**src/rtl/mix_col_seq_pkg.sv**
```systemverilog
// Shared definitions for the column-serial AES MixColumns block: FSM encoding,
// column counter width and GF(2^8) helpers over the 0x11B polynomial.
package mix_col_seq_pkg;

  typedef enum logic [1:0] {
    IDLE = 2'd0,
    RUN  = 2'd1,
    DONE = 2'd2
  } state_t;

  localparam int         CNT_W = 2;
  localparam logic [8:0] POLY  = 9'h11B;

  function automatic logic [7:0] xtime(input logic [7:0] b);
    logic [8:0] s;
    s = {b, 1'b0};
    if (s[8]) s = s ^ POLY;
    return s[7:0];
  endfunction

  // Multiplies by a small constant; four bits cover every MixColumns coefficient.
  function automatic logic [7:0] gmul(input logic [7:0] a, input logic [3:0] k);
    logic [7:0] p;
    logic [7:0] r;
    p = a;
    r = 8'h00;
    for (int i = 0; i < 4; i++) begin
      if (k[i]) r = r ^ p;
      p = xtime(p);
    end
    return r;
  endfunction

endpackage

```
**src/rtl/mix_col32.sv**
```systemverilog
// Combinational single-column (Inv)MixColumns; byte 0 is the MSB.
// MIX_COL_INV_EN enables the inverse matrix, otherwise inv is ignored.
module mix_col32 (
  input  logic [31:0] col,
  input  logic        inv,
  output logic [31:0] res
);
  import mix_col_seq_pkg::*;

  // First matrix row; row r uses this row rotated right by r.
  logic [3:0] coef [4];

  always_comb begin
`ifdef MIX_COL_INV_EN
    if (inv) begin
      coef[0] = 4'he;
      coef[1] = 4'hb;
      coef[2] = 4'hd;
      coef[3] = 4'h9;
    end else begin
      coef[0] = 4'h2;
      coef[1] = 4'h3;
      coef[2] = 4'h1;
      coef[3] = 4'h1;
    end
`else
    coef[0] = 4'h2;
    coef[1] = 4'h3;
    coef[2] = 4'h1;
    coef[3] = 4'h1;
`endif
  end

`ifndef MIX_COL_INV_EN
  logic unused_inv;
  assign unused_inv = inv;
`endif

  genvar gi;
  generate
    for (gi = 0; gi < 4; gi++) begin : g_row
      logic [7:0] acc;
      always_comb begin
        acc = 8'h00;
        for (int j = 0; j < 4; j++) begin
          acc = acc ^ gmul(col[31-8*j -: 8], coef[2'(j - gi)]);
        end
      end
      assign res[31-8*gi -: 8] = acc;
    end
  endgenerate

endmodule

```
**src/rtl/mix_col_seq.sv**
```systemverilog
// Column-serial AES MixColumns: accepts a 128-bit state, mixes one column per
// cycle through a single mix_col32, then holds the result until consumed.
// MIX_COL_INV_EN enables in_inv (InvMixColumns); otherwise in_inv is ignored.
module mix_col_seq (
  input  logic         clk,
  input  logic         rst,
  input  logic         in_valid,
  output logic         in_ready,
  input  logic [127:0] in_data,
  input  logic         in_inv,
  output logic         out_valid,
  input  logic         out_ready,
  output logic [127:0] out_data
);
  import mix_col_seq_pkg::*;

  state_t             state_reg, state_next;
  logic [CNT_W-1:0]   cnt_reg, cnt_next;
  logic [127:0]       data_reg, data_next;
  logic               inv_reg, inv_next;
  logic [6:0]         col_base;
  logic [31:0]        col_in;
  logic [31:0]        col_out;

  // Column c sits at bit offset (3-c)*32, i.e. {~c, 5'b0}.
  assign col_base = {~cnt_reg, 5'b0};
  assign col_in   = data_reg[col_base +: 32];

  mix_col32 u_mix (
    .col (col_in),
    .inv (inv_reg),
    .res (col_out)
  );

  always_ff @(posedge clk) begin
    if (rst) begin
      state_reg <= IDLE;
      cnt_reg   <= '0;
      data_reg  <= '0;
      inv_reg   <= 1'b0;
    end else begin
      state_reg <= state_next;
      cnt_reg   <= cnt_next;
      data_reg  <= data_next;
      inv_reg   <= inv_next;
    end
  end

  always_comb begin
    state_next = state_reg;
    cnt_next   = cnt_reg;
    data_next  = data_reg;
    inv_next   = inv_reg;
    in_ready   = 1'b0;
    out_valid  = 1'b0;
    case (state_reg)
      IDLE: begin
        in_ready = 1'b1;
        if (in_valid) begin
          data_next  = in_data;
          inv_next   = in_inv;
          cnt_next   = '0;
          state_next = RUN;
        end
      end
      RUN: begin
        data_next[col_base +: 32] = col_out;
        if (cnt_reg == {CNT_W{1'b1}}) begin
          state_next = DONE;
        end else begin
          cnt_next = cnt_reg + CNT_W'(1);
        end
      end
      DONE: begin
        out_valid = 1'b1;
        if (out_ready) state_next = IDLE;
      end
      default: state_next = IDLE;
    endcase
  end

  assign out_data = data_reg;

endmodule

```
**config.mk**
```make
export PLATFORM = sky130hd
export DESIGN_NAME = mix_col_seq
export DESIGN_NICKNAME = d
export VERILOG_FILES = /design/src/rtl/mix_col_seq_pkg.sv /design/src/rtl/mix_col32.sv /design/src/rtl/mix_col_seq.sv
export SDC_FILE = /design/constraint.sdc
export NUM_CORES = 1
export LEC_CHECK = 0
export CAP_MARGIN = 10
export CORE_UTILIZATION = 30
export CTS_CLUSTER_SIZE = 12
export DETAILED_ROUTE_END_ITERATION = 12
export SLEW_MARGIN = 10
export SYNTH_ARGS = -nofsm -noshare
export SYNTH_HDL_FRONTEND = slang
export SYNTH_SLANG_ARGS = --single-unit
```
**constraint.sdc**
```tcl
create_clock -name clk -period 3.15 [get_ports clk]
set_input_delay 0.63 -clock clk [delete_from_list [all_inputs] [get_ports clk]]
set_output_delay 0.63 -clock clk [all_outputs]
set_load 0.05 [all_outputs]
```
==> flow_metrics.env, run 1 <==
export IMPL_grt_pass1_vias=7262
export IMPL_cts_buffers=17
export IMPL_r2r_end="out_data[96]"
export IMPL_root_buffer="clkbuf_16"
export IMPL_final_nets=1106
export IMPL_yosysMostFrequentCell="nor2_1"
export IMPL_synth_ff_latch_count=132
export IMPL_finalPower_mw=6.76
export IMPL_clk_latency_ps=430
export IMPL_area_growth_syn_to_layout_pct=52.2
export IMPL_multi_input_area_um2=4090
export IMPL_cp_cell_sequence="inv_1 -> ha_1 -> nor2_1 -> and3_1 -> buf_4 -> a221oi_1 -> nor3_1"
export IMPL_coreArea_um2=22800
export IMPL_relSlewSlack=0.483
export IMPL_dieHeight_um=155
export IMPL_leakagePower_nw=3.84
export IMPL_diodes=0
export IMPL_ant_nets=0
export IMPL_hold_path_startpoint="out_data[90]"
export IMPL_synth_area_leader_cell="dfxtp_1"
export IMPL_tightest_slew_ps=776
export IMPL_cp_arrival_ps=3060
export IMPL_post_cts_resized=0
export IMPL_clkTransAtPathRegs_ps=60
export IMPL_r2r_start="cnt_reg[0]"
export IMPL_crit_buf_inv=2
export IMPL_syn_avg_cell_area_um2=9.55
export IMPL_overflow=0
export IMPL_hold_buffers=0
export IMPL_post_drt_wl_per_cell_um=23.7
export IMPL_synth_mux_area_frac=0.103
export IMPL_rr_worst_depth=7
export IMPL_setup_viol=0
export IMPL_cts_buffer_depth=2
export IMPL_worstHoldEndpoint="out_data[90]"
export IMPL_synth_edff_count=0
export IMPL_drt_iter0_drc=647
export IMPL_cts_htree_levels=4
export IMPL_dieArea_um2=24000
export IMPL_ys_warn_count=0
export IMPL_ys_types=32
export IMPL_fillCellCount=2147
export IMPL_holdPathStages=2
export IMPL_synthAdderAreaFrac=0.00713
export IMPL_synth_top_cells_by_count="nor2_1, dfxtp_1, nor3_1, a221oi_1, clkbuf_1"
export IMPL_ys_seq_area_frac=0.376
export IMPL_synth_flop_cell="dfxtp_1"
export IMPL_synthesis_nets=872
export IMPL_synth_xor_area_frac=0.111
export IMPL_vias=7380
export IMPL_cp_slowest_cell="dfxtp_2"
export IMPL_start_util=0.308
export IMPL_routabilityCongestion=0.808
export IMPL_postPlaceCellArea_um2=10100
export IMPL_cp_max_fo=19
export IMPL_largest_reg_flops=128
export IMPL_seq_area_um2=2650
export IMPL_path_delay_family="simple AND/OR/NAND/NOR gates"
export IMPL_drc=0
export IMPL_slew_viol_final=0
export IMPL_drive_gt1_frac=0.127
export IMPL_timing_final_crit_share=0.863
export IMPL_die_x_um=155
export IMPL_dp_slack_ps=495
export IMPL_async_reset_ff_frac=0
export IMPL_end_kind="flop"
export IMPL_vdd_ir_drop_max_mv=0.296
export IMPL_yosys_top_cells_area="dfxtp_1, a221oi_1, mux4_2, nor3_1, nor2_1"
export IMPL_hold_viol=0
export IMPL_grt_antenna_before_repair=0
export IMPL_fin_crit_ps=2720
export IMPL_rows=55
export IMPL_synth_top_family_by_area="compound AO/OA/AOI/OAI gates"
export IMPL_dr_pass1_iters=5
export IMPL_synthCells=735
export IMPL_rsz0062_at_grt="no"
export IMPL_setup_slack_ps=431
export IMPL_cap_violations=0
export IMPL_r2r_slack_ps=430
export IMPL_finClkSkew_ps=14.6
export IMPL_io_pins=263
export IMPL_fmax_ghz=0.368
export IMPL_synthSimpleGateAreaFrac=0.176
export IMPL_start_kind="flop"
export IMPL_dp_hpwl_mm=21.4
export IMPL_outcome="finished, final reports clean"
export IMPL_grt_max_degree=68
export IMPL_via_per_inst=5.70
export IMPL_tns_ps=0
export IMPL_portBuffers=261
export IMPL_cts_sinks=132
export IMPL_grt_util_all_layers=0.256
export IMPL_path_class="flop to flop"
export IMPL_synth_compound_area_frac=0.177
export IMPL_min_path_type="flop to flop"
export IMPL_synth_top_cell_area_share=0.376
export IMPL_cts_tree="yes"
export IMPL_routed_wl_mm=30.8
export IMPL_powerDensity_nw_per_um2=633
export IMPL_cp_required_ps=3490
export IMPL_postCtsSetupRepairBufs=0
export IMPL_max_stage_delay_ps=650
export IMPL_grt_pass1_wl_mm=45.8
export IMPL_fin_area_um2=10700
export IMPL_synth_area_um2=7020
## cell families (layout without fill, tap and decap cells)
family / after synthesis / after routing
xor+xnor: 63 / 63
compound gates: 143 / 143
buf+inv: 83 / 330
mux: 32 / 32
simple gates: 278 / 278
fa+ha+maj: 4 / 4
flops: 132 / 132
## worst min-delay path: stages, from the launching register on
cell,delay (ps)
dfxtp_1,320
nor2_1,100
nor3_1,50
## cells in the final DEF (no fill, tap or decap), drive strengths merged, types with 7 or more instances in the layout
cell type,Yosys,layout
clkdlybuf4s50,0,260
nor2,136,136
dfxtp,132,132
nor3,129,129
a221oi,128,128
xnor2,46,46
buf,10,35
mux4,32,32
clkbuf,70,20
xor2,7,7
## layout make-up
cell class              instances  area share
multi-input cells             520       0.383
repair buffers                295       0.276
flip-flops and latches        132       0.248
clock buffers                  20      0.0437
well taps                     313      0.0367
clock inverters                12      0.0121
inverters                       3     0.00105
## report_power, final
part / internal (mW) / switching (mW)
clock: 1.23 / 0.791
combinational: 1.06 / 1.69
sequential: 1.84 / 0.158
## per-layer routing
layer | up-vias | part of all wire | GRT usage
met5 | - | 0 | 0
met4 | 0 | 0.018 | 0.0778
met3 | 46 | 0.10 | 0.0682
met2 | 475 | 0.46 | 0.407
met1 | 3584 | 0.42 | 0.340
li1 | 3275 | - | -
## how the worst max path moves through the flow
stage / endpoint / cells past startpoint / from
floorplan: out_data[18] / 9 / cnt_reg[0]
global placement: out_data[102] / 7 / cnt_reg[0]
detailed placement: out_data[24] / 6 / cnt_reg[0]
CTS: out_data[24] / 6 / cnt_reg[0]
global route: out_data[102] / 7 / cnt_reg[0]
finish: out_data[96] / 7 / cnt_reg[0]
## through the flow
step           hold WS (ps)  cells   util
2_1_floorplan           672    735      -
3_3_place_gp            490   1263  0.443
3_5_place_dp            491   1263  0.443
4_1_cts                 503   1295  0.469
5_1_grt                 517   1295  0.469
6_report                503   1295  0.469
Note: power is estimated with default switching activity, not from simulation.
==> run 2, diff against run 1 <==
Settings changed: CORE_MARGIN from default to 2.
==> run 2 against run 1 <==
  * Maximum frequency grew 0.73%
  * First-iteration DRC count down 19%
  * Clock-buffer cell count is 2 lower
  * Die area grew 2.6%
  * Setup slack gained 20 ps
  * Combinational power about the same
  * Critical path type unchanged
  * Critical endpoint is now out_data[49]
  * Highest routed layer unchanged
==> flow_metrics.env, run 2 (synthesized netlist as in run 1, its figures left out) <==
export IMPL_outcome="finished, final reports clean"
export IMPL_max_stage_delay_ps=690
export IMPL_routed_wl_mm=31.4
export IMPL_finClkSkew_ps=13.6
export IMPL_fillCellCount=2119
export IMPL_holdPathStages=2
export IMPL_r2r_start="cnt_reg[1]"
export IMPL_layout_commonest_cell="clkdlybuf4s50_1"
export IMPL_cp_cell_sequence="buf_4 -> mux4_2 -> xor3_2 -> xnor2_2 -> a221oi_1 -> nor3_2"
export IMPL_cts_buffer_depth=2
export IMPL_layout_common_cells="clkdlybuf4s50_1, nor2_1, dfxtp_1"
export IMPL_clkTransAtPathRegs_ps=60
export IMPL_grt_max_degree=62
export IMPL_grt_pass1_vias=7307
export IMPL_dieHeight_um=157
export IMPL_relSlewSlack=0.550
export IMPL_setup_viol=0
export IMPL_hold_buffers=0
export IMPL_powerDensity_nw_per_um2=639
export IMPL_r2r_slack_ps=450
export IMPL_drt_iter0_drc=527
export IMPL_rsz0062_at_grt="no"
export IMPL_start_util=0.308
export IMPL_rr_worst_depth=6
export IMPL_postCtsSetupRepairBufs=0
export IMPL_cts_tree="yes"
export IMPL_cp_slowest_cell="mux4_2"
export IMPL_portBuffers=261
export IMPL_grt_pass1_wl_mm=45.7
export IMPL_fin_area_um2=10700
export IMPL_multi_input_area_um2=4090
export IMPL_drive_gt1_frac=0.129
export IMPL_finalPower_mw=6.84
export IMPL_die_x_um=157
export IMPL_dr_pass1_iters=5
export IMPL_grt_util_all_layers=0.250
export IMPL_end_kind="flop"
export IMPL_setup_slack_ps=451
export IMPL_largest_reg_flops=128
export IMPL_min_path_type="flop to flop"
export IMPL_cp_arrival_ps=2990
export IMPL_cap_violations=0
export IMPL_cts_sinks=132
export IMPL_vdd_ir_drop_max_mv=0.358
export IMPL_path_class="flop to flop"
export IMPL_diodes=0
export IMPL_cp_required_ps=3440
export IMPL_cts_buffers=17
export IMPL_postPlaceCellArea_um2=10100
export IMPL_timing_final_crit_share=0.857
export IMPL_rows=55
export IMPL_cp_max_fo=5
export IMPL_leakagePower_nw=3.84
export IMPL_tns_ps=0
export IMPL_hold_viol=0
export IMPL_dp_hpwl_mm=21.9
export IMPL_post_cts_resized=0
export IMPL_vias=7357
export IMPL_cts_htree_levels=4
export IMPL_grt_antenna_before_repair=0
export IMPL_post_drt_wl_per_cell_um=24.2
export IMPL_routabilityCongestion=0.863
export IMPL_hold_path_startpoint="out_data[78]"
export IMPL_tightest_slew_ps=675
export IMPL_fmax_ghz=0.371
export IMPL_start_kind="flop"
export IMPL_area_growth_syn_to_layout_pct=52.5
export IMPL_final_nets=1108
export IMPL_dieArea_um2=24600
export IMPL_overflow=0
export IMPL_ant_nets=0
export IMPL_dp_slack_ps=504
export IMPL_fin_crit_ps=2700
export IMPL_drc=0
export IMPL_seq_area_um2=2650
export IMPL_worstHoldEndpoint="out_data[78]"
export IMPL_root_buffer="clkbuf_16"
export IMPL_coreArea_um2=22800
export IMPL_via_per_inst=5.67
export IMPL_clk_latency_ps=430
export IMPL_slew_viol_final=0
export IMPL_r2r_end="out_data[49]"
export IMPL_io_pins=263
## run 2: critical path: cells and delay by family, from the launching register on
kind | cells | cell delay, ps
compound gates | 1 | 360
flops | 1 | 420
simple gates | 1 | 60
mux | 1 | 690
buf+inv | 1 | 210
xor+xnor | 2 | 820
## run 2: where the power goes
part	switching (mW)	leakage [nW]	internal (mW)
registers	0.156	1.09	1.84
clock network	0.830	0.282	1.27
logic	1.69	2.47	1.05
## run 2: stage by stage
| step | std cells | hold WS, ps | util |
|---|---|---|---|
| after floorplan | 735 | 672 | - |
| after global placement | 1265 | 489 | 0.443 |
| after detailed placement | 1265 | 492 | 0.443 |
| after CTS | 1297 | 505 | 0.470 |
| after global routing | 1297 | 520 | 0.470 |
| final | 1297 | 504 | 0.470 |
## run 2: cell type report
class | count | share of cell area
well taps | 313 | 0.0366
flip-flops and latches | 132 | 0.247
multi-input cells | 520 | 0.382
clock buffers | 18 | 0.0410
repair buffers | 297 | 0.276
inverters | 3 | 0.00105
clock inverters | 14 | 0.0164
## run 2: metal layers
layer,track usage,vias up,wire (um)
met5,0,-,0
met4,0.0673,0,442
met3,0.0716,39,3510
met2,0.402,494,14600
met1,0.329,3545,12900
li1,-,3279,-
## run 2: worst max path at each step
stage,from,endpoint,slack [ps]
floorplan,cnt_reg[0],out_data[18],750
global placement,cnt_reg[1],out_data[49],510
detailed placement,in_valid,out_data[98],500
CTS,cnt_reg[1],out_data[49],500
global route,cnt_reg[0],out_data[115],410
finish,cnt_reg[1],out_data[49],450
==> run 3, diff against run 2 <==
Settings changed: CAP_MARGIN 10 to default, HOLD_SLACK_MARGIN from default to 0.05.
==> results of run 3 <==
Same layout as run 2: the final DEF is identical, and so are final timing and power.
